## config.mk

```make
export PLATFORM = sky130hd
export DESIGN_NAME = intr_ctrl
export DESIGN_NICKNAME = d
export VERILOG_FILES = /design/src/rtl/intr_ctrl.sv
export SDC_FILE = /design/constraint.sdc
export NUM_CORES = 1
export LEC_CHECK = 0
export BUFFER_PORTS_ARGS = -buffer_cell sky130_fd_sc_hd__buf_2
export CORE_MARGIN = 1
export CORE_UTILIZATION = 25
export CTS_CLUSTER_SIZE = 16
export DETAILED_ROUTE_END_ITERATION = 7
export SYNTH_ARGS = -nofsm -noshare
export SYNTH_HDL_FRONTEND = slang
export SYNTH_SLANG_ARGS = --single-unit
```

## constraint.sdc

```tcl
create_clock -name clk -period 1.55 [get_ports clk]
set_input_delay 0.0775 -clock clk [delete_from_list [all_inputs] [get_ports clk]]
set_output_delay 0.0775 -clock clk [all_outputs]
set_load 0.02 [all_outputs]
```

## src/rtl/intr_ctrl.sv

```systemverilog
// rtl/intr_ctrl.sv - interrupt controller: active-low source edge capture, mask, registered CPU request
// Optional level-sensitive sources and MODE register at 0x14 when INTC_LEVEL_SRC_EN is defined.
module intr_ctrl #(
    parameter int NUM_SRC = 4
) (
    input  logic                clk,
    input  logic                reset,
    input  logic                CS_N,
    input  logic                RD_N,
    input  logic                WR_N,
    input  logic [11:0]         Addr,
    input  logic [31:0]         DataIn,
    output logic [31:0]         DataOut,
    input  logic [NUM_SRC-1:0]  IRQ_N,
    output logic                CPU_IRQ
);

    localparam logic [11:0] ADDR_PENDING = 12'h000;
    localparam logic [11:0] ADDR_MASK    = 12'h004;
    localparam logic [11:0] ADDR_CLEAR   = 12'h008;
    localparam logic [11:0] ADDR_ID      = 12'h00C;
    localparam logic [11:0] ADDR_CTRL    = 12'h010;
`ifdef INTC_LEVEL_SRC_EN
    localparam logic [11:0] ADDR_MODE    = 12'h014;
`endif

    logic [NUM_SRC-1:0] pending;
    logic [NUM_SRC-1:0] mask;
    logic [NUM_SRC-1:0] prev_n;
    logic [NUM_SRC-1:0] fall;
    logic [NUM_SRC-1:0] set_bits;
    logic [NUM_SRC-1:0] clr_bits;
    logic [NUM_SRC-1:0] active;
    logic               gen;
    logic               bus_wr;
    logic               bus_rd;
    logic               id_valid;
    logic [3:0]         id_idx;
    logic               unused_data_in;

    assign bus_wr = ~CS_N & ~WR_N;
    assign bus_rd = ~CS_N & ~RD_N;
    assign fall   = prev_n & ~IRQ_N;
    assign active = pending & mask;

    assign unused_data_in = &{1'b0, DataIn};

`ifdef INTC_LEVEL_SRC_EN
    logic [NUM_SRC-1:0] mode;
    // A low level source re-asserts every cycle, so a clear only sticks once the line is high.
    assign set_bits = fall | (mode & ~IRQ_N);
`else
    assign set_bits = fall;
`endif

    assign clr_bits = (bus_wr && Addr == ADDR_CLEAR) ? DataIn[NUM_SRC-1:0] : '0;

    // Tracking IRQ_N through reset keeps a line already low at release from looking like an edge.
    always_ff @(posedge clk) begin
        prev_n <= IRQ_N;
    end

    always_ff @(posedge clk) begin
        if (reset) begin
            pending <= '0;
            mask    <= '0;
            gen     <= 1'b0;
            CPU_IRQ <= 1'b0;
        end else begin
            pending <= (pending & ~clr_bits) | set_bits;
            if (bus_wr && Addr == ADDR_MASK) begin
                mask <= DataIn[NUM_SRC-1:0];
            end
            if (bus_wr && Addr == ADDR_CTRL) begin
                gen <= DataIn[0];
            end
            CPU_IRQ <= gen & (|active);
        end
    end

`ifdef INTC_LEVEL_SRC_EN
    always_ff @(posedge clk) begin
        if (reset) begin
            mode <= '0;
        end else if (bus_wr && Addr == ADDR_MODE) begin
            mode <= DataIn[NUM_SRC-1:0];
        end
    end
`endif

    // Scan downward so the lowest-index active source is the one left standing.
    always_comb begin
        id_valid = 1'b0;
        id_idx   = 4'd0;
        for (int i = NUM_SRC - 1; i >= 0; i--) begin
            if (active[i]) begin
                id_valid = 1'b1;
                id_idx   = 4'(i);
            end
        end
    end

    always_comb begin
        DataOut = '0;
        if (bus_rd) begin
            case (Addr)
                ADDR_PENDING: DataOut[NUM_SRC-1:0] = pending;
                ADDR_MASK:    DataOut[NUM_SRC-1:0] = mask;
                ADDR_ID: begin
                    DataOut[31]  = id_valid;
                    DataOut[3:0] = id_idx;
                end
                ADDR_CTRL:    DataOut[0] = gen;
`ifdef INTC_LEVEL_SRC_EN
                ADDR_MODE:    DataOut[NUM_SRC-1:0] = mode;
`endif
                default:      DataOut = '0;
            endcase
        end
    end

endmodule

```

## Word-level counts from Yosys, hierarchy flattened

Index checks and enable logic that the tools add are counted.

| operators by class | value |
|---|---|
| add/subtract/negate cells | 0 |
| multiply operators | 0 |
| div/mod/pow operators | 0 |
| $lt $le $gt $ge | 0 |
| eq/ne operators | 4 |
| shift-type cells | 0 |
| muxes and demuxes | 13 |
| bitwise operators | 12 |
| reductions and logical operators | 5 |

Operators with widths:

| cell | count |
|---|---|
| 32-bit two-way mux | 1 |
| 12-bit by 4-bit equality test with 1-bit output, second input constant | 2 |
| 4-bit two-way mux | 4 |
| 4-bit bitwise AND | 3 |
| 12-bit by 3-bit equality test with 1-bit output, second input constant | 1 |
| 12-bit by 5-bit equality test with 1-bit output, second input constant | 1 |
| 12-bit logical NOT | 1 |
| 3-bit one-hot mux with 3 select lines | 1 |
| 4-bit NOT | 2 |
| 1-bit two-way mux | 5 |
| 4-bit bitwise OR | 1 |
| 1-bit one-hot mux with 4 select lines | 1 |
| 4-bit OR reduction | 1 |
| 1-bit bitwise AND | 3 |
| 1-bit logical AND | 3 |
| 1-bit NOT | 3 |
| 2-bit two-way mux | 1 |

| word-level totals | value |
|---|---|
| bits in registers | 14 |
| latch bits | 0 |
| RAM bits | 0 |
| bits in read-only memories | 0 |
| input bits | 53 |
| output and inout bits | 33 |
| logic and storage cells | 39 |
| memories | 0 |

## Longest topological paths before layout

| logic depth | value |
|---|---|
| word-level depth | 7 |
| mapped depth | 5 |
| gate-level depth less buffers | 4 |

## Worst setup path after synthesis

No wires, ideal clock.

| path | value |
|---|---|
| path kind | input to output |
| start | input port Addr[5] |
| end | output port DataOut[1] |
| data arrival time | 1,383 ps |
| data required time | 1,472 ps |
| path slack | 90 ps |
| stages on the path | 4 |
| path buffers | 0 |
| cell sequence | or3_4 nor4b_4 nand3_1 nor3_1 |

| on the way | value |
|---|---|
| longest elaborated chain between the ends | 3 |
| elaborated cells between the ends (all ways) | 5 |
| those cells by class | 2 x eq/ne; 2 x mux; 1 x reduce/logical |

Ends and longest elaborated chain:

| what | line | RTL |
|---|---|---|
| start, declared | 11 | `input logic [11:0] Addr,` |
| 12-bit by 4-bit equality test with 1-bit output, or another cell as far along | 106 | `case (Addr)` |
| 3-bit one-hot mux with 3 select lines * | 106 |  |
| 32-bit two-way mux * | 105 | `if (bus_rd) begin` |
| end, declared | 13 | `output logic [31:0] DataOut,` |

Mark *: on every way between the ends. The rest lies on a longest branch, timed or not.

## Worst setup path in the final report

| path | value |
|---|---|
| start | register pending[0] |
| end | output port DataOut[0] |

| on the way | value |
|---|---|
| longest elaborated chain between the ends | 4 |

Ends and longest elaborated chain:

| what | line | RTL |
|---|---|---|
| start, declared | 27 | `logic [NUM_SRC-1:0] pending;` |
| start signal, assigned | 70 | `pending <= (pending & ~clr_bits) \| set_bits;` |
| 4-bit bitwise AND | 44 | `assign active = pending & mask;` |
| 4-bit two-way mux | 96 | `if (active[i]) begin` |
| 1-bit one-hot mux with 4 select lines * | 106 |  |
| 32-bit two-way mux * | 105 |  |

Marks and branches as above.

==> impl_metrics.ini <==
[routing]
avgRoutedWirePerCell_um = 9.238
wl_mm = 1.783
ant_nets = 0
dr.pass1.iters = 2
via_count = 795
via_per_inst = 4.119
drt_iter0_drc = 9
drcViolationCount = 0

[clock_network]
clkSlewWorstSetupHoldPaths_ns = 0.05
clock_sinks = 14
cts_tree = yes
clock_path_buffers = 2
clk_latency_ns = 0.24
htree_levels = 1
cts_buffers = 3
ctsRootBufferMaster = clkbuf_8

[finish]
nets = 200
multi_input_area_sq_um = 555.5
register_area_sq_um = 282.8
num_antenna_cells = 0
syn_to_final_growth_pct = 25.59
final_util = 0.3271
nFillCells = 400
drive_above_1_share = 0.3103

[power]
cellPowerDensity_mw_per_mm2 = 689.9
max-vdd-ir-drop_mv = 0.3443
p_leak_nw = 0.5572

[global_routing]
grt_pass1_wl_mm = 2.904
grt_pass1_vias = 707
grt-ovfl-total = 0
grt.total_usage = 0.09217
antenna_found_initial = 0
grt_max_degree = 11

[timing]
finalSetupViolations = 1
max_freq_mhz = 636.2
finalCriticalPeriod_ns = 1.572
final_max_slew_viol_count = 0
fin_worst_skew_ns = 0.002374
worst_slack_ns = -0.02178
finalCritPeriodShare = 1.014
finalHoldViolCount = 0
rsz0062_at_grt = yes

[yosys]
ys_top_cells_by_area = dfxtp_1, buf_4, mux2i_1
yosysTopAreaCellShare = 0.2940
netlist_instances = 107
synth_top_area_cell = dfxtp_1
synth_xor_area_frac = 0
muxShareOfSynthArea = 0.09449
ys_ff_latch = 14
synth-compound-area-share = 0.09318
synthSimpleGateAreaFrac = 0.2874
synth_area_per_cell_sq_um = 8.910
synth.distinct_cells = 29
synth_adder_area_share = 0
syn_area_sq_um = 953.4
yosysSeqAreaShare = 0.2940
synth_top_family_by_area = simple AND/OR/NAND/NOR gates
yosysWarnings = 0

[worst_setup_path]
critical_path_required_ns = 1.47
crit_path_start = pending[0]
cp_slowest_cell = dfxtp_2
cp_max_fo = 2
critPathLaunchType = flop
crit_buf_inv = 1
crit_arrival_ns = 1.49
end_kind = output pin
slowest_delay_ns = 0.33
cp_cell_sequence = mux2i_1, a2bb2oi_1, or3_1, a221oi_2, buf_4
cp_top_family = compound AO/OA/AOI/OAI gates
r2r-start = pending[0]
crit_type = flop to output pin

[floorplanning]
die_height_um = 63.76
dieArea_sq_mm = 0.004065
io_pins = 86
num_rows = 22
initial_utilization = 0.2604
coreArea_sq_mm = 0.003661
die_w_um = 63.76

[flow_run]
maxCapViolCount = 0

[placed_design]
io_buffers = 30
gp_congestion = 0.7834
preCtsSetupSlack_ns = -0.03845
hpwl_mm = 1.478

[outcome]
outcome = complete, but fails checks
violations = setup timing

[min_path]
hold_path.class = input port to flop
hp-start = DataIn[1]
[report_power, final]
part / switching, W / internal (W) / leakage [nW] / total (W)
clock: 0.000112 / 0.000171 / 0.0216 / 0.000283
sequential: 0.00000746 / 0.000374 / 0.116 / 0.000381
combinational: 0.000102 / 0.0000596 / 0.420 / 0.000162
[kinds of logic (layout without fill, tap and decap cells)]
kind of cell	after synthesis	in the layout
simple gates	43	43
buf+inv	30	42
flops	14	14
compound gates	10	10
mux	9	9
other cells	1	27
[placed cells by master (no fill, tap or decap), drive strengths merged]
cell type,n
dfxtp,14
or3,2
nor3,4
a311oi,4
a221oi,1
nor3b,1
nand2b,5
mux2i,9
nor2,10
and3b,1
a32o,1
nand2,3
and2,1
a21oi,1
nor4,1
nand3,2
a2bb2oi,1
a22o,1
nor2b,5
nand4,3
and4b,2
a31oi,1
nor4b,3
dlygate4sd3,4
buf,35
conb,27
clkbuf,3
[routing by layer]
metal  global-route usage  part of all wire  vias to the layer above  wire, um
met4              0.06818             0.028                        0        50
met1              0.09761              0.43                      352       771
li1                     -                 -                      402         -
met2               0.1662              0.49                       36       879
met3              0.01071             0.046                        5        82
met5                    0                 0                        -         0
[metrics by stage]
| stage | total power, W | setup TNS (ns) | hold WS [ns] | cell area, sq um | std cells |
|---|---|---|---|---|---|
| 2_1_floorplan | 0.0005389 | 0 | 0.1052 | 1051 | 133 |
| 3_3_place_gp | 0.0005320 | -0.04127 | 0.1904 | 1060 | 183 |
| 3_5_place_dp | 0.0005337 | -0.03845 | 0.1923 | 1060 | 183 |
| 4_1_cts | 0.0008324 | -0.09182 | 0.03638 | 1154 | 191 |
| 5_1_grt | 0.0008781 | -0.1704 | 0.05191 | 1197 | 193 |
| 6_report | 0.0008261 | -0.02178 | 0.04145 | 1197 | 193 |
[flip-flops by register name (all words and copies together) (netlist names)]
name,flops
gen,1
prev_n,4
mask,4
pending,4
CPU_IRQ,1
[timing repair]
item | CTS | global route
pin swaps | 1 | 2
buffers inserted | 1 | 2
resized for setup | 3 | 8
hold endpoints to repair | 4 | 0
hold buffers | 4 | 0
setup endpoints to repair | 1 | 4
[layout make-up]
cell class	count	area share
Clock buffer	3	0.03448
Multi-Input combinational cell	89	0.4639
Sequential cell	14	0.2362
Tap cell	48	0.05016
Timing Repair Buffer	39	0.2153
[worst paths after layout]
kind                            slack [ns]         end  cells after the start
worst min register to register        0.48  pending[0]                      2
worst min-delay path                  0.04  pending[1]                      2
worst max-delay path                 -0.02  DataOut[0]                      5
worst max register to register        0.42     CPU_IRQ                      5
[worst register-to-register path: cells and delay by family (launching register included)]
family	cells	cell delay, ns
buf+inv	2	0.23
simple gates	2	0.37
compound gates	1	0.13
flops	1	0.33
[synth_stat cells]
cell and number:
a21oi_1 1, a221oi_2 1, a22o_1 1, a2bb2oi_1 1, a311oi_1 4, a31oi_1 1
a32o_1 1, and2_1 1, and3b_1 1, and4b_1 2, buf_1 1, buf_2 2
buf_4 27, conb_1 1, dfxtp_1 14, mux2i_1 9, nand2_1 3, nand2b_1 5
nand3_1 2, nand4_1 3, nor2_1 10, nor2b_1 5, nor3_1 4, nor3b_1 1
nor4_2 1, nor4b_1 2, nor4b_4 1, or3_1 1, or3_4 1
Power figures use the tool's default switching activity.
